--- config.mk ---
export PLATFORM = sky130hd
export DESIGN_NAME = store_buffer_unit_flat
export DESIGN_NICKNAME = d
export VERILOG_FILES = /design/src/rtl/store_pkg.sv /design/src/rtl/store_buffer_unit_if.sv /design/src/rtl/store_buf_fifo.sv /design/src/rtl/store_buffer_unit.sv /design/src/flat_wrapper.sv
export SDC_FILE = /design/constraint.sdc
export NUM_CORES = 1
export LEC_CHECK = 0
export ABC_CLOCK_PERIOD_IN_PS = 2900
export CAP_MARGIN = 10
export CORE_MARGIN = 10
export CORE_UTILIZATION = 30
export CTS_BUF_LIST = sky130_fd_sc_hd__clkbuf_8
export DETAILED_ROUTE_END_ITERATION = 10
export HOLD_SLACK_MARGIN = 0.1
export SKIP_LAST_GASP = 1
export SYNTH_ARGS = -nofsm -noshare
export SYNTH_HDL_FRONTEND = slang
export SYNTH_SLANG_ARGS = --single-unit
--- constraint.sdc ---
create_clock -name clk_in -period 2.9 [get_ports clk_in]
set_input_delay 0.29 -clock clk_in [delete_from_list [all_inputs] [get_ports clk_in]]
set_output_delay 0.29 -clock clk_in [all_outputs]
set_load 0.1 [all_outputs]
--- src/rtl/store_pkg.sv ---
// rtl/store_pkg.sv - shared size encodings, store entry type and lane-steer helper
package store_pkg;

  typedef enum logic [1:0] {
    SZ_BYTE   = 2'b00,
    SZ_HALF   = 2'b01,
    SZ_WORD   = 2'b10,
    SZ_DOUBLE = 2'b11
  } store_size_e;

  localparam int MAX_ADDR_W = 64;
  localparam int MAX_DATA_W = 64;
  localparam int MAX_LANES  = MAX_DATA_W / 8;

  // Widest possible entry; callers slice down to their own bus widths.
  typedef struct packed {
    logic [MAX_ADDR_W-1:0] addr;
    logic [MAX_DATA_W-1:0] data;
    logic [MAX_LANES-1:0]  mask;
  } store_entry_t;

  // Aligns the address to the bus and places right-justified data on its lanes.
  // A double on a 4-lane bus degrades to a word store.
  function automatic store_entry_t lane_steer(
    input logic [1:0]            func3,
    input logic [MAX_ADDR_W-1:0] addr,
    input logic [MAX_DATA_W-1:0] wdata,
    input int                    lanes
  );
    store_entry_t e;
    logic [1:0]   sz;
    logic [2:0]   off;
    logic [2:0]   base;
    e    = '0;
    base = '0;
    sz   = func3;
    if (sz == SZ_DOUBLE && lanes < MAX_LANES) sz = SZ_WORD;
    off = addr[2:0] & 3'(lanes - 1);
    case (sz)
      SZ_BYTE: begin
        base   = off;
        e.data = {56'd0, wdata[7:0]} << {base, 3'b000};
        e.mask = 8'h01 << base;
      end
      SZ_HALF: begin
        base   = off & 3'b110;
        e.data = {48'd0, wdata[15:0]} << {base, 3'b000};
        e.mask = 8'h03 << base;
      end
      SZ_WORD: begin
        base   = off & 3'b100;
        e.data = {32'd0, wdata[31:0]} << {base, 3'b000};
        e.mask = 8'h0f << base;
      end
      default: begin
        e.data = wdata;
        e.mask = 8'hff;
      end
    endcase
    e.addr = addr & ~MAX_ADDR_W'(lanes - 1);
    return e;
  endfunction

endpackage

--- src/rtl/store_buffer_unit_if.sv ---
// rtl/store_buffer_unit_if.sv - pipeline and data-memory signals of the store buffer (STORE_MISALIGN_TRAP_EN adds trap outputs)
interface store_buffer_unit_if #(
  parameter int DATA_W = 32,
  parameter int ADDR_W = 32,
  parameter int DEPTH  = 4
);
  localparam int LANES = DATA_W / 8;
  localparam int CNT_W = $clog2(DEPTH) + 1;

  logic              st_valid_in;
  logic              st_ready_out;
  logic [1:0]        func3_in;
  logic [ADDR_W-1:0] iadder_in;
  logic [DATA_W-1:0] rs2_in;
  logic              dm_wr_req_out;
  logic              dm_ack_in;
  logic [ADDR_W-1:0] dm_addr_out;
  logic [DATA_W-1:0] dm_data_out;
  logic [LANES-1:0]  dm_wr_mask_out;
  logic              empty_out;
  logic [CNT_W-1:0]  count_out;
`ifdef STORE_MISALIGN_TRAP_EN
  logic              misaligned_out;
  logic [ADDR_W-1:0] misaligned_addr_out;
`endif

  modport slave (
    input  st_valid_in, func3_in, iadder_in, rs2_in, dm_ack_in,
`ifdef STORE_MISALIGN_TRAP_EN
    output misaligned_out, misaligned_addr_out,
`endif
    output st_ready_out, dm_wr_req_out, dm_addr_out, dm_data_out,
           dm_wr_mask_out, empty_out, count_out
  );

  modport master (
    output st_valid_in, func3_in, iadder_in, rs2_in, dm_ack_in,
`ifdef STORE_MISALIGN_TRAP_EN
    input  misaligned_out, misaligned_addr_out,
`endif
    input  st_ready_out, dm_wr_req_out, dm_addr_out, dm_data_out,
           dm_wr_mask_out, empty_out, count_out
  );

endinterface

--- src/rtl/store_buf_fifo.sv ---
// rtl/store_buf_fifo.sv - generic DEPTH-entry FIFO with occupancy count
module store_buf_fifo #(
  parameter int WIDTH = 8,
  parameter int DEPTH = 4,
  localparam int PTR_W = $clog2(DEPTH),
  localparam int CNT_W = $clog2(DEPTH) + 1
) (
  input  logic             clk,
  input  logic             rst,
  input  logic             push,
  input  logic [WIDTH-1:0] push_data,
  input  logic             pop,
  output logic [WIDTH-1:0] head_data,
  output logic             full,
  output logic             empty,
  output logic [CNT_W-1:0] count
);

  logic [WIDTH-1:0] mem [DEPTH];
  logic [PTR_W-1:0] wr_ptr;
  logic [PTR_W-1:0] rd_ptr;
  logic [CNT_W-1:0] cnt;
  logic             push_ok;
  logic             pop_ok;

  assign full    = (cnt == CNT_W'(DEPTH));
  assign empty   = (cnt == '0);
  assign count   = cnt;
  assign push_ok = push && !full;
  assign pop_ok  = pop && !empty;
  assign head_data = mem[rd_ptr];

  // Pointers wrap naturally because DEPTH is a power of two.
  always_ff @(posedge clk or posedge rst) begin
    if (rst) begin
      wr_ptr <= '0;
      rd_ptr <= '0;
      cnt    <= '0;
    end else begin
      if (push_ok) wr_ptr <= wr_ptr + 1'b1;
      if (pop_ok)  rd_ptr <= rd_ptr + 1'b1;
      case ({push_ok, pop_ok})
        2'b10:   cnt <= cnt + 1'b1;
        2'b01:   cnt <= cnt - 1'b1;
        default: cnt <= cnt;
      endcase
    end
  end

  // Entry storage needs no reset; reads are only meaningful while non-empty.
  always_ff @(posedge clk) begin
    if (push_ok) mem[wr_ptr] <= push_data;
  end

endmodule

--- src/rtl/store_buffer_unit.sv ---
// rtl/store_buffer_unit.sv - lane-steering store buffer draining to data memory (STORE_MISALIGN_TRAP_EN: trap misaligned stores)
module store_buffer_unit
  import store_pkg::*;
#(
  parameter int DATA_W = 32,
  parameter int ADDR_W = 32,
  parameter int DEPTH  = 4
) (
  input  logic                clk_in,
  input  logic                rst_in,
  store_buffer_unit_if.slave  bus
);

  localparam int LANES   = DATA_W / 8;
  localparam int CNT_W   = $clog2(DEPTH) + 1;
  localparam int ENTRY_W = ADDR_W + DATA_W + LANES;

  store_entry_t        steer;
  logic [ENTRY_W-1:0]  push_entry;
  logic [ENTRY_W-1:0]  head_entry;
  logic                full;
  logic                empty;
  logic [CNT_W-1:0]    count;
  logic                accept;
  logic                push;
  logic                pop;
  logic                mis;
  logic                unused_steer_hi;

  assign steer = lane_steer(bus.func3_in, MAX_ADDR_W'(bus.iadder_in),
                            MAX_DATA_W'(bus.rs2_in), LANES);
  assign push_entry = {steer.addr[ADDR_W-1:0], steer.data[DATA_W-1:0],
                       steer.mask[LANES-1:0]};
  // Upper bits of the max-width entry are zero for narrow buses.
  assign unused_steer_hi = ^{steer.addr, steer.data, steer.mask};

`ifdef STORE_MISALIGN_TRAP_EN
  // Flag stores whose address is not a multiple of their size.
  always_comb begin
    mis = 1'b0;
    case (bus.func3_in)
      SZ_HALF:   mis = bus.iadder_in[0];
      SZ_WORD:   mis = |bus.iadder_in[1:0];
      SZ_DOUBLE: mis = |bus.iadder_in[2:0];
      default:   mis = 1'b0;
    endcase
  end

  // One-cycle trap pulse and the offending address, held until the next trap.
  always_ff @(posedge clk_in or posedge rst_in) begin
    if (rst_in) begin
      bus.misaligned_out      <= 1'b0;
      bus.misaligned_addr_out <= '0;
    end else begin
      bus.misaligned_out <= accept && mis;
      if (accept && mis) bus.misaligned_addr_out <= bus.iadder_in;
    end
  end
`else
  // Misaligned stores are simply aligned down by the steering helper.
  assign mis = 1'b0;
`endif

  // Ready depends only on registered occupancy, never on dm_ack_in.
  assign accept = bus.st_valid_in && !full;
  assign push   = accept && !mis;
  assign pop    = !empty && bus.dm_ack_in;

  store_buf_fifo #(
    .WIDTH (ENTRY_W),
    .DEPTH (DEPTH)
  ) u_fifo (
    .clk       (clk_in),
    .rst       (rst_in),
    .push      (push),
    .push_data (push_entry),
    .pop       (pop),
    .head_data (head_entry),
    .full      (full),
    .empty     (empty),
    .count     (count)
  );

  assign bus.st_ready_out  = !full;
  assign bus.dm_wr_req_out = !empty;
  assign bus.empty_out     = empty;
  assign bus.count_out     = count;
  // Head fields read as zero whenever nothing is queued.
  assign {bus.dm_addr_out, bus.dm_data_out, bus.dm_wr_mask_out} =
    empty ? '0 : head_entry;

endmodule
--- src/flat_wrapper.sv ---
// flat-port wrapper written by rule: the top's interface ports become plain ports
module store_buffer_unit_flat import store_pkg::*;
#(
  parameter int DATA_W = 32,
  parameter int ADDR_W = 32,
  parameter int DEPTH  = 4
)
  (clk_in, rst_in, bus_st_valid_in, bus_func3_in, bus_iadder_in, bus_rs2_in, bus_dm_ack_in, bus_st_ready_out, bus_dm_wr_req_out, bus_dm_addr_out, bus_dm_data_out, bus_dm_wr_mask_out, bus_empty_out, bus_count_out);
  store_buffer_unit_if #(.DATA_W(DATA_W), .ADDR_W(ADDR_W), .DEPTH(DEPTH)) bus_i ();
  input  logic clk_in;
  input  logic rst_in;
  input wire logic [$bits(bus_i.st_valid_in)-1:0] bus_st_valid_in;
  input wire logic [$bits(bus_i.func3_in)-1:0] bus_func3_in;
  input wire logic [$bits(bus_i.iadder_in)-1:0] bus_iadder_in;
  input wire logic [$bits(bus_i.rs2_in)-1:0] bus_rs2_in;
  input wire logic [$bits(bus_i.dm_ack_in)-1:0] bus_dm_ack_in;
  output wire logic [$bits(bus_i.st_ready_out)-1:0] bus_st_ready_out;
  output wire logic [$bits(bus_i.dm_wr_req_out)-1:0] bus_dm_wr_req_out;
  output wire logic [$bits(bus_i.dm_addr_out)-1:0] bus_dm_addr_out;
  output wire logic [$bits(bus_i.dm_data_out)-1:0] bus_dm_data_out;
  output wire logic [$bits(bus_i.dm_wr_mask_out)-1:0] bus_dm_wr_mask_out;
  output wire logic [$bits(bus_i.empty_out)-1:0] bus_empty_out;
  output wire logic [$bits(bus_i.count_out)-1:0] bus_count_out;
  assign bus_i.st_valid_in = bus_st_valid_in;
  assign bus_i.func3_in = bus_func3_in;
  assign bus_i.iadder_in = bus_iadder_in;
  assign bus_i.rs2_in = bus_rs2_in;
  assign bus_i.dm_ack_in = bus_dm_ack_in;
  assign bus_st_ready_out = bus_i.st_ready_out;
  assign bus_dm_wr_req_out = bus_i.dm_wr_req_out;
  assign bus_dm_addr_out = bus_i.dm_addr_out;
  assign bus_dm_data_out = bus_i.dm_data_out;
  assign bus_dm_wr_mask_out = bus_i.dm_wr_mask_out;
  assign bus_empty_out = bus_i.empty_out;
  assign bus_count_out = bus_i.count_out;
  store_buffer_unit #(.DATA_W(DATA_W), .ADDR_W(ADDR_W), .DEPTH(DEPTH)) u_core (.clk_in(clk_in), .rst_in(rst_in), .bus(bus_i));
endmodule
==> reports/summary.log, run 1 <==
[run_status] run status finished, final reports clean
[worst_setup_path] maximum net fanout on the critical path 19
[worst_setup_path] CP cell instances buf_12 -> mux4_2 -> and2_1 -> buf_12
[detailed_routing] routed via count divided by cell count 4.67
[clock_network] clock buffer depth 3
[worst_setup_path] required time of the critical path 2.61 ns
[worst_setup_path] peak per-stage delay on the critical path 0.71 ns
[logic_synthesis] count of cell types in the netlist 34
[clock_network] TritonCTS sink count 271
[hold_path] launch instance of the worst min-delay path bus_iadder_in[6]
[floorplanning] initial standard-cell utilization of the core 30.5%
[cells_and_area] share of post-route cells with drive strength above 1 31.9%
[placement] # port buffers 141
[clock_network] clock insertion delay at the later pin of the skew report 0.56 ns
[floorplanning] area of the die 0.0441 mm2
[worst_setup_path] slowest CP cell sky130_fd_sc_hd__dfrtp_4
[detailed_routing] count of vias placed by the detailed router 5581
[logic_synthesis] Yosys warning total 0
[detailed_routing] mean routed wirelength per cell 20.9 um
[sta] Finish-stage setup viols 0
[global_route] grt total ovfl 0
[logic_synthesis] Netlist Area Pre-Place 0.0108 mm2
[global_route] wire length of the first global-routing pass 38.2 mm
[clock_network] clock transition time at the flip-flop clock pins of the worst setup and hold paths 0.06 ns
[sta] pins over their slew limit 0
[floorplanning] I/O pins 144
[global_route] total global routing track utilization 11.2%
[sta] hold violation count in the final report 0
[clock_network] clock root cell sky130_fd_sc_hd__clkbuf_8
[worst_setup_path] nature of the critical path startpoint register
[sta] crit share post-route 93.9%
[placement] Final HPWL DP 16.0 mm
[floorplanning] area of the core 0.0356 mm2
[global_route] via count of the first global-routing pass 6139
[sta] final critical path time including I/O delays and setup 2.72 ns
[clock_network] hold buffer count at cts 1
[sta] highest achievable clock rate 0.367 GHz
[cells_and_area] post-synthesis to final-layout area growth 32.0%
[clock_network] CTS tree done
[worst_setup_path] arrival time at the worst endpoint 2.43 ns
[cells_and_area] Final Instance Count excl. Fillers 1195
[run] reported max-cap violation count 0
[sta] RSZ-0062 raised after global routing false
[sta] final clock skew 0.0197 ns
[logic_synthesis] post-synthesis average cell area 20.9 um2
[floorplanning] floorplan row count 69
[global_route] initial antenna violation count 0
[sta] slew at the pin closest to its max-slew limit 0.668 ns
[floorplanning] die width 210 um
[sta] Worst slew margin 54.9%
[placement] number of placed cells counting well taps 1110
[global_route] maximum number of pins on one net before global-route repair 67
[worst_setup_path] path type of the worst setup path register to output pin
[worst_setup_path] most common cell type on the critical path sky130_fd_sc_hd__buf_12
[detailed_routing] DR DRC count 0
[floorplanning] die height 210 um
[logic_synthesis] flip-flop and latch count after synthesis 271
[clock_network] level count of the clock H-tree 2
[worst_setup_path] Setup crit end kind output pin
[clock_network] post_cts resized 0
[cells_and_area] number of nets in the finished design 774
[worst_setup_path] Reg2Reg Launch Point u_core.u_fifo.count[0]
[hold_path] path type of the worst min-delay path input port to register
[clock_network] buffer count from post-CTS setup fixing 0
[detailed_routing] number of design-rule violations left by the first detailed-router iteration 420
[detailed_routing] Detailed Routing Iterations Pass 1 7
[sta] Setup TNS 0 ns
[detailed_routing] Routed WL 25.0 mm
[logic_synthesis] sequential-to-total area share from yosys stat 74.8%
[clock_network] number of clock buffers inserted by TritonCTS 46
[placement] last weighted congestion value of the routability-driven placer 0.734
[worst_setup_path] CP startpoint u_core.u_fifo.rd_ptr[0]
[detailed_routing] number of nets still failing antenna checks after routing 0
[logic_synthesis] Mapped Cells 518
## per-stage QoR
step / hold WS [ns] / util [%] / area, um2 / setup slack, ns
5_1_grt: 0.356 / 40.2 / 14300 / 0.00332
6_report: 0.368 / 40.2 / 14300 / 0.177
4_1_cts: 0.326 / 40.2 / 14300 / 0.0706
3_3_place_gp: 0.498 / 37.8 / 13400 / 0.682
3_5_place_dp: 0.507 / 37.8 / 13400 / 0.668
2_1_floorplan: 0.0933 / - / 10900 / 0.0655
## placed cells by master (no fill, tap or decap), types with 2 or more instances in the layout
| cell | Yosys | routed |
|---|---|---|
| sky130_fd_sc_hd__or2_2 | 2 | 2 |
| sky130_fd_sc_hd__bufinv_16 | 0 | 2 |
| sky130_fd_sc_hd__conb_1 | 1 | 2 |
| sky130_fd_sc_hd__xnor2_1 | 3 | 3 |
| sky130_fd_sc_hd__buf_4 | 4 | 28 |
| sky130_fd_sc_hd__clkinv_1 | 0 | 11 |
| sky130_fd_sc_hd__edfxtp_1 | 264 | 264 |
| sky130_fd_sc_hd__clkdlybuf4s50_1 | 0 | 69 |
| sky130_fd_sc_hd__xor2_1 | 3 | 3 |
| sky130_fd_sc_hd__and2_2 | 0 | 8 |
| sky130_fd_sc_hd__dfrtp_4 | 0 | 2 |
| sky130_fd_sc_hd__buf_12 | 3 | 64 |
| sky130_fd_sc_hd__and2_1 | 76 | 68 |
| sky130_fd_sc_hd__a22o_1 | 16 | 16 |
| sky130_fd_sc_hd__clkinv_2 | 0 | 3 |
| sky130_fd_sc_hd__a222oi_1 | 8 | 8 |
| sky130_fd_sc_hd__clkbuf_8 | 0 | 46 |
| sky130_fd_sc_hd__ha_1 | 5 | 5 |
| sky130_fd_sc_hd__inv_1 | 17 | 35 |
| sky130_fd_sc_hd__and3_4 | 0 | 4 |
| sky130_fd_sc_hd__inv_8 | 0 | 2 |
| sky130_fd_sc_hd__mux4_2 | 66 | 66 |
| sky130_fd_sc_hd__dfrtp_1 | 7 | 4 |
## layout make-up
cell class                      instances  area [um2]
Multi-Input combinational cell        200        2510
Sequential cell                       271        8110
Clock buffer                           46         633
Tap cell                              461         577
Clock inverter                         37         215
Antenna cell                            1        2.50
Timing Repair Buffer                  162        2190
Fill cell                            3211       21300
Inverter                               17        63.8
## worst max-delay path, delay by kind of cell, from the launching register on
kind                   cells  cell delay [ns]
flip-flops                 1             0.71
buffers and inverters      2             0.43
multiplexers               1             0.50
AND/OR/NAND/NOR            1             0.23
## final timing paths
path	depth (start not counted)	end	slack, ns
min	1	u_core.u_fifo.mem[0][40]	0.37
max in group asynchronous	3	u_core.u_fifo.rd_ptr[1]	2.00
min in group asynchronous	3	u_core.u_fifo.rd_ptr[0]	0.62
max	4	bus_dm_data_out[15]	0.18
max reg2reg	9	u_core.u_fifo.count[2]	0.68
min reg2reg	1	u_core.u_fifo.count[2]	0.51
## cells in the mapped netlist (all sizes together)
cell	instances	area [um2]
conb	1	3.75
dfrtp	7	175
clkbuf	12	46.3
mux2	1	11.3
nor3b	1	12.5
nor2b	1	6.26
a21o	1	7.51
buf	19	151
edfxtp	264	7930
nor2	1	3.75
xor2	3	26.3
ha	5	62.6
or3	2	12.5
or3b	1	8.76
and3b	1	8.76
a22o	16	140
o21bai	1	7.51
and3	4	25.0
xnor2	3	26.3
nand3	1	5.00
a222oi	8	80.1
fa	1	20.0
and2	76	475
mux2i	1	10.0
or2	2	12.5
inv	17	63.8
nor3	1	10.0
nor4bb	1	10.0
mux4	66	1490
## flip-flops by register name, summed over array words and instances, names as in the netlist
register	count
u_core.u_fifo.mem	264
u_core.u_fifo.count	3
u_core.u_fifo.wr_ptr	2
u_core.u_fifo.rd_ptr	2
## per-layer routing
metal	share of wire, %	global-route usage [%]	vias to the layer above
li1	-	-	2460
met1	42	14.0	2882
met2	50	18.6	199
met3	6.7	3.19	40
met4	1.8	3.25	0
met5	0	0	-
## cells by family (layout without fill, tap and decap cells)
kind of cell	after synthesis	count (layout)	share of synthesized area, %
mux	68	68	13.9
simple gates	92	92	5.45
fa+ha+maj	6	6	0.762
flops	271	271	74.8
other cells	1	3	0.0346
buf+inv	48	262	2.41
compound gates	26	26	2.17
xor+xnor	6	6	0.485
Power of run 1 is not shown: default switching activity piles up to over one toggle a cycle in this logic, so the estimate is an artifact.
==> run 2: changes to the inputs <==
--- a/config.mk
+++ b/config.mk
@@ -7,11 +7,14 @@
 export LEC_CHECK = 0
 export ABC_CLOCK_PERIOD_IN_PS = 2900
 export CAP_MARGIN = 10
+export CELL_PAD_IN_SITES_DETAIL_PLACEMENT = 0
+export CELL_PAD_IN_SITES_GLOBAL_PLACEMENT = 2
 export CORE_MARGIN = 10
 export CORE_UTILIZATION = 30
 export CTS_BUF_LIST = sky130_fd_sc_hd__clkbuf_8
 export DETAILED_ROUTE_END_ITERATION = 10
 export HOLD_SLACK_MARGIN = 0.1
+export PLACE_DENSITY_LB_ADDON = 0.1
 export SKIP_LAST_GASP = 1
 export SYNTH_ARGS = -nofsm -noshare
 export SYNTH_HDL_FRONTEND = slang
==> run 2 against run 1 <==
  * Final area rose by 1.7%
  * Die area did not move
  * Fmax rose by 0.42%
  * Via count rose by 0.23%
  * Critical path depth did not move
  * Cell count barely moved
  * Sequential share of layout area fell by 0.96 points
  * Sequential cell count did not move
  * Worst setup slack improved by 0.011 ns
  * First-iteration DRC count fell by 35%
  * Clock skew fell by 0.0081 ns
==> reports/summary.log, run 2 (synthesis results as in run 1) <==
[run_status] run status finished, final reports clean
[placement] # port buffers 141
[global_route] total global routing track utilization 12.1%
[clock_network] number of clock buffers inserted by TritonCTS 49
[detailed_routing] DR DRC count 0
[floorplanning] area of the core 0.0356 mm2
[worst_setup_path] cell class contributing the biggest share of worst-path delay flip-flops
[cells_and_area] fraction of the core area covered by cells at the end of the flow 40.9%
[placement] last weighted congestion value of the routability-driven placer 0.728
[cells_and_area] register with the most flip-flops u_core.u_fifo.mem
[cells_and_area] number of nets in the finished design 772
[hold_path] path type of the worst min-delay path input port to register
[placement] number of placed cells counting well taps 1105
[detailed_routing] number of design-rule violations left by the first detailed-router iteration 271
[clock_network] clock insertion delay at the later pin of the skew report 0.54 ns
[floorplanning] die height 210 um
[global_route] grt total ovfl 0
[placement] Final HPWL DP 16.7 mm
[worst_setup_path] maximum net fanout on the critical path 24
[worst_setup_path] CP Buf/Inv Count 2
[worst_setup_path] most common cell type on the critical path sky130_fd_sc_hd__buf_12
[sta] pins over their slew limit 0
[worst_setup_path] Setup crit end kind output pin
[sta] final critical path time including I/O delays and setup 2.71 ns
[sta] hold violation count in the final report 0
[worst_setup_path] arrival time at the worst endpoint 2.42 ns
[sta] Worst slew margin 52.6%
[cells_and_area] Final Instance Count excl. Fillers 1196
[run] reported max-cap violation count 0
[global_route] wire length of the first global-routing pass 40.8 mm
[clock_network] clock root cell sky130_fd_sc_hd__clkbuf_8
[global_route] via count of the first global-routing pass 6398
[floorplanning] die width 210 um
[cells_and_area] post-synthesis to final-layout area growth 34.3%
[detailed_routing] routed via count divided by cell count 4.68
[worst_setup_path] slowest CP cell sky130_fd_sc_hd__dfrtp_4
[sta] Finish-stage setup viols 0
[worst_setup_path] nature of the critical path startpoint register
[sta] highest achievable clock rate 0.369 GHz
[cells_and_area] antenna fix cells 0
[cells_and_area] most common cell after layout, fill and taps aside sky130_fd_sc_hd__edfxtp_1
[clock_network] CTS tree done
[detailed_routing] count of vias placed by the detailed router 5594
[detailed_routing] Routed WL 26.8 mm
[sta] final clock skew 0.0116 ns
[clock_network] clock buffer depth 3
[sta] Setup TNS 0 ns
[sta] crit share post-route 93.5%
[floorplanning] area of the die 0.0441 mm2
[worst_setup_path] peak per-stage delay on the critical path 0.60 ns
[sta] RSZ-0062 raised after global routing false
[sta] tightest hold margin 0.378 ns
[worst_setup_path] CP cell instances buf_12 -> mux4_2 -> and2_1 -> buf_12
[detailed_routing] mean routed wirelength per cell 22.4 um
[global_route] maximum number of pins on one net before global-route repair 67
[clock_network] clock transition time at the flip-flop clock pins of the worst setup and hold paths 0.06 ns
[floorplanning] I/O pins 144
[detailed_routing] number of nets still failing antenna checks after routing 0
[worst_setup_path] path type of the worst setup path register to output pin
[worst_setup_path] required time of the critical path 2.61 ns
[floorplanning] floorplan row count 69
[clock_network] TritonCTS sink count 271
[global_route] initial antenna violation count 0
[cells_and_area] flip-flop count of the largest register, all copies and words added 264
[cells_and_area] final-layout fill cell count 3227
[cells_and_area] most frequent cells in the layout sky130_fd_sc_hd__edfxtp_1, sky130_fd_sc_hd__buf_12, sky130_fd_sc_hd__clkdlybuf4s50_1
[cells_and_area] share of post-route cells with drive strength above 1 32.9%
[detailed_routing] Detailed Routing Iterations Pass 1 6
[floorplanning] initial standard-cell utilization of the core 30.5%
[sta] slew at the pin closest to its max-slew limit 0.707 ns
[clock_network] level count of the clock H-tree 2
[run 2: changes by cell type in the layout (fill, tap and decap cells not counted), moves of 4 or more]
cell / change
sky130_fd_sc_hd__buf_4: -15
sky130_fd_sc_hd__buf_12: +10
sky130_fd_sc_hd__clkbuf_8: +9
sky130_fd_sc_hd__inv_1: -8
sky130_fd_sc_hd__clkinv_2: +4
[run 2: per-stage QoR]
stage | setup slack [ns] | instance area [um2]
6_report | 0.189 | 14600
5_1_grt | 0.0421 | 14600
4_1_cts | 0.0286 | 14500
3_5_place_dp | 0.471 | 13500
3_3_place_gp | 0.483 | 13500
2_1_floorplan | 0.0655 | 10900
[run 2: path summary, 6_finish.rpt]
kind / from / cells past startpoint / slack, ns / endpoint
setup / recovery: u_core.u_fifo.rd_ptr[0] / 4 / 0.19 / bus_dm_data_out[29]
hold / removal: bus_iadder_in[4] / 1 / 0.38 / u_core.u_fifo.mem[0][38]
setup reg to reg: u_core.u_fifo.count[0] / 9 / 0.59 / u_core.u_fifo.count[2]
hold reg to reg: u_core.u_fifo.count[2] / 1 / 0.50 / u_core.u_fifo.count[2]
max in group asynchronous: rst_in / 3 / 2.06 / u_core.u_fifo.rd_ptr[1]
min in group asynchronous: rst_in / 3 / 0.58 / u_core.u_fifo.rd_ptr[0]
[run 2: cell type report]
| class | count | area (um2) | area share [%] |
|---|---|---|---|
| well taps | 461 | 577 | 3.96 |
| clock inverters | 35 | 249 | 1.71 |
| repair buffers | 157 | 2280 | 15.7 |
| inverters | 17 | 63.8 | 0.439 |
| clock buffers | 55 | 757 | 5.20 |
| flip-flops and latches | 271 | 8110 | 55.7 |
| multi-input cells | 200 | 2510 | 17.3 |
[run 2: timing repair]
| item | CTS | global route |
|---|---|---|
| hold buffers | 1 | 0 |
| resized for setup | 0 | 1 |
| hold endpoints to repair | 7 | 0 |
| endpoints found under the setup margin | 0 | 25 |
| buffers inserted | 0 | 0 |
[run 2: metal layers]
metal	global-route usage (%)	vias to the layer above	routed length (um)
met2	19.8	177	13100
met3	3.19	38	1550
li1	-	2455	-
met1	15.6	2924	11700
met5	0	-	0
met4	3.52	0	461
Power of run 2 is left out for the same reason.
==> run 3: changes to the inputs <==
--- a/config.mk
+++ b/config.mk
@@ -9,7 +9,7 @@
 export CAP_MARGIN = 10
 export CELL_PAD_IN_SITES_DETAIL_PLACEMENT = 0
 export CELL_PAD_IN_SITES_GLOBAL_PLACEMENT = 2
-export CORE_MARGIN = 10
+export CORE_MARGIN = 5
 export CORE_UTILIZATION = 30
 export CTS_BUF_LIST = sky130_fd_sc_hd__clkbuf_8
 export DETAILED_ROUTE_END_ITERATION = 10
==> run 3 against run 2 <==
  * First-iteration DRC count rose by 26%
  * Die area is 9.3% lower
  * Fmax increased by 1.5%
  * Worst setup slack gained 0.039 ns
  * Register-to-register slack improved by 0.05 ns
  * Hold slack improved by 0.010 ns
  * Core utilization decreased by 0.60 points
  * Via count increased by 1.3%
  * Cell count is 0.25% lower
  * Global-route usage rose by 1.3 points
  * Sequential share of layout area increased by 0.69 points
==> reports/summary.log, run 3 (synthesis results as in run 1) <==
[run_status] run status finished, final reports clean
[worst_setup_path] cell class contributing the biggest share of worst-path delay flip-flops
[cells_and_area] most frequent cells in the layout sky130_fd_sc_hd__edfxtp_1, sky130_fd_sc_hd__buf_12, sky130_fd_sc_hd__clkdlybuf4s50_1
[hold_path] destination of the worst hold path u_core.u_fifo.mem[1][36]
[floorplanning] area of the core 0.0357 mm2
[hold_path] path type of the worst min-delay path input port to register
[global_route] total global routing track utilization 13.5%
[worst_setup_path] slowest CP cell sky130_fd_sc_hd__dfrtp_4
[placement] last weighted congestion value of the routability-driven placer 0.752
[detailed_routing] number of nets still failing antenna checks after routing 0
[clock_network] number of clock buffers inserted by TritonCTS 46
[cells_and_area] antenna fix cells 0
[floorplanning] die height 200 um
[worst_setup_path] arrival time at the worst endpoint 2.38 ns
[cells_and_area] final-layout fill cell count 3227
[sta] pins over their slew limit 0
[cells_and_area] register with the most flip-flops u_core.u_fifo.mem
[clock_network] clock transition time at the flip-flop clock pins of the worst setup and hold paths 0.06 ns
[detailed_routing] number of design-rule violations left by the first detailed-router iteration 341
[worst_setup_path] required time of the critical path 2.61 ns
[cells_and_area] number of nets in the finished design 779
[clock_network] CTS tree done
[global_route] wire length of the first global-routing pass 40.3 mm
[worst_setup_path] peak per-stage delay on the critical path 0.70 ns
[clock_network] clock insertion delay at the later pin of the skew report 0.54 ns
[worst_setup_path] Reg2Reg Launch Point u_core.u_fifo.count[0]
[floorplanning] I/O pins 144
[sta] final clock skew 0.00962 ns
[detailed_routing] mean routed wirelength per cell 22.4 um
[hold_path] hold-critical path depth 1
[detailed_routing] DR DRC count 0
[cells_and_area] share of post-route cells with drive strength above 1 32.5%
[cells_and_area] most common cell after layout, fill and taps aside sky130_fd_sc_hd__edfxtp_1
[sta] final critical path time including I/O delays and setup 2.67 ns
[sta] hold violation count in the final report 0
[detailed_routing] Detailed Routing Iterations Pass 1 8
[clock_network] clock root cell sky130_fd_sc_hd__clkbuf_8
[global_route] initial antenna violation count 0
[run] reported max-cap violation count 0
[sta] Worst slew margin 27.6%
[cells_and_area] sequential cell area 0.00811 mm2
[placement] # port buffers 141
[cells_and_area] area taken by multi-input logic gates 0.00251 mm2
[worst_setup_path] endpoint of the worst register-to-register path u_core.u_fifo.count[2]
[detailed_routing] routed via count divided by cell count 4.75
[worst_setup_path] nature of the critical path startpoint register
[worst_setup_path] CP cell instances buf_12 -> mux4_2 -> and2_1 -> buf_12
[floorplanning] floorplan row count 69
[floorplanning] initial standard-cell utilization of the core 30.4%
[sta] slew at the pin closest to its max-slew limit 1.08 ns
[detailed_routing] uppermost layer routed met4
[worst_setup_path] CP Buf/Inv Count 2
[detailed_routing] amount of wire on met3 after detailed routing 1.69 mm
[worst_setup_path] most common cell type on the critical path sky130_fd_sc_hd__buf_12
[cells_and_area] flip-flop count of the largest register, all copies and words added 264
[global_route] maximum number of pins on one net before global-route repair 48
[detailed_routing] met1 layer wirelength in the final routing 11.6 mm
[sta] highest achievable clock rate 0.374 GHz
[hold_path] launch instance of the worst min-delay path bus_iadder_in[2]
[clock_network] TritonCTS sink count 271
[detailed_routing] routed length on met2 13.0 mm
[detailed_routing] Routed WL 26.7 mm
[floorplanning] die width 200 um
[detailed_routing] count of vias placed by the detailed router 5667
[sta] Finish-stage setup viols 0
[worst_setup_path] setup slack, reg-to-reg 0.64 ns
[worst_setup_path] maximum net fanout on the critical path 40
[sta] Setup TNS 0 ns
[global_route] via count of the first global-routing pass 6321
[sta] crit share post-route 92.1%
[sta] RSZ-0062 raised after global routing false
[floorplanning] area of the die 0.0400 mm2
[worst_setup_path] logic depth of the worst register-to-register path 9
[placement] Final HPWL DP 16.8 mm
[worst_setup_path] path type of the worst setup path register to output pin
[cells_and_area] post-synthesis to final-layout area growth 32.6%
[clock_network] level count of the clock H-tree 2
[clock_network] clock buffer depth 3
[global_route] grt total ovfl 0
[worst_setup_path] Setup crit end kind output pin
run 3: worst reg2reg max path, delay by kind of cell, from the launching register on:
| family | cells | cell delay (ns) |
|---|---|---|
| buffers and inverters | 2 | 0.13 |
| and+or+nand+nor | 3 | 0.79 |
| xor gates and xnor gates | 2 | 0.30 |
| adders and majority gates | 2 | 0.55 |
| DFF | 1 | 0.43 |
run 3: worst max-delay path by stage:
stage / startpoint / endpoint / slack (ns) / cells after the start
floorplan: u_core.u_fifo.count[0] / bus_empty_out / 0.07 / 4
global placement: bus_iadder_in[1] / u_core.u_fifo.mem[0][29] / 0.64 / 5
detailed placement: bus_iadder_in[1] / u_core.u_fifo.mem[2][29] / 0.59 / 5
CTS: u_core.u_fifo.rd_ptr[0] / bus_dm_data_out[7] / 0.05 / 4
global route: u_core.u_fifo.rd_ptr[1] / bus_dm_data_out[15] / 0.13 / 4
finish: u_core.u_fifo.rd_ptr[1] / bus_dm_data_out[15] / 0.23 / 4
run 3: per-stage QoR:
stage	hold slack, ns	std cells	instance area (um2)	setup WS, ns	util [%]
floorplan	0.0933	519	10900	0.0655	-
global placement	0.479	1109	13500	0.638	38.0
detailed placement	0.484	1109	13500	0.594	38.0
CTS	0.341	1187	14300	0.0460	40.2
global route	0.354	1193	14400	0.135	40.3
finish	0.388	1193	14400	0.228	40.3
run 3: metal layers:
metal  GRT usage (%)  vias up
li1                -     2466
met1            18.0     2979
met2            22.4      184
met3            3.31       38
met4            3.25        0
met5               0        -
run 3: area by class of cell:
type / count / area share, %
Sequential cell: 271 / 56.4
Multi-Input combinational cell: 200 / 17.5
Timing Repair Buffer: 167 / 16.3
Clock buffer: 47 / 4.50
Tap cell: 461 / 4.01
Clock inverter: 30 / 0.853
Inverter: 17 / 0.444
run 3: timing repair:
action	in CTS	in global routing
buffers inserted	0	6
hold buffers	1	0
setup endpoints to repair	0	1
endpoints found under the hold margin	7	0
resized for setup	0	0
Power of run 3 is left out for the same reason.
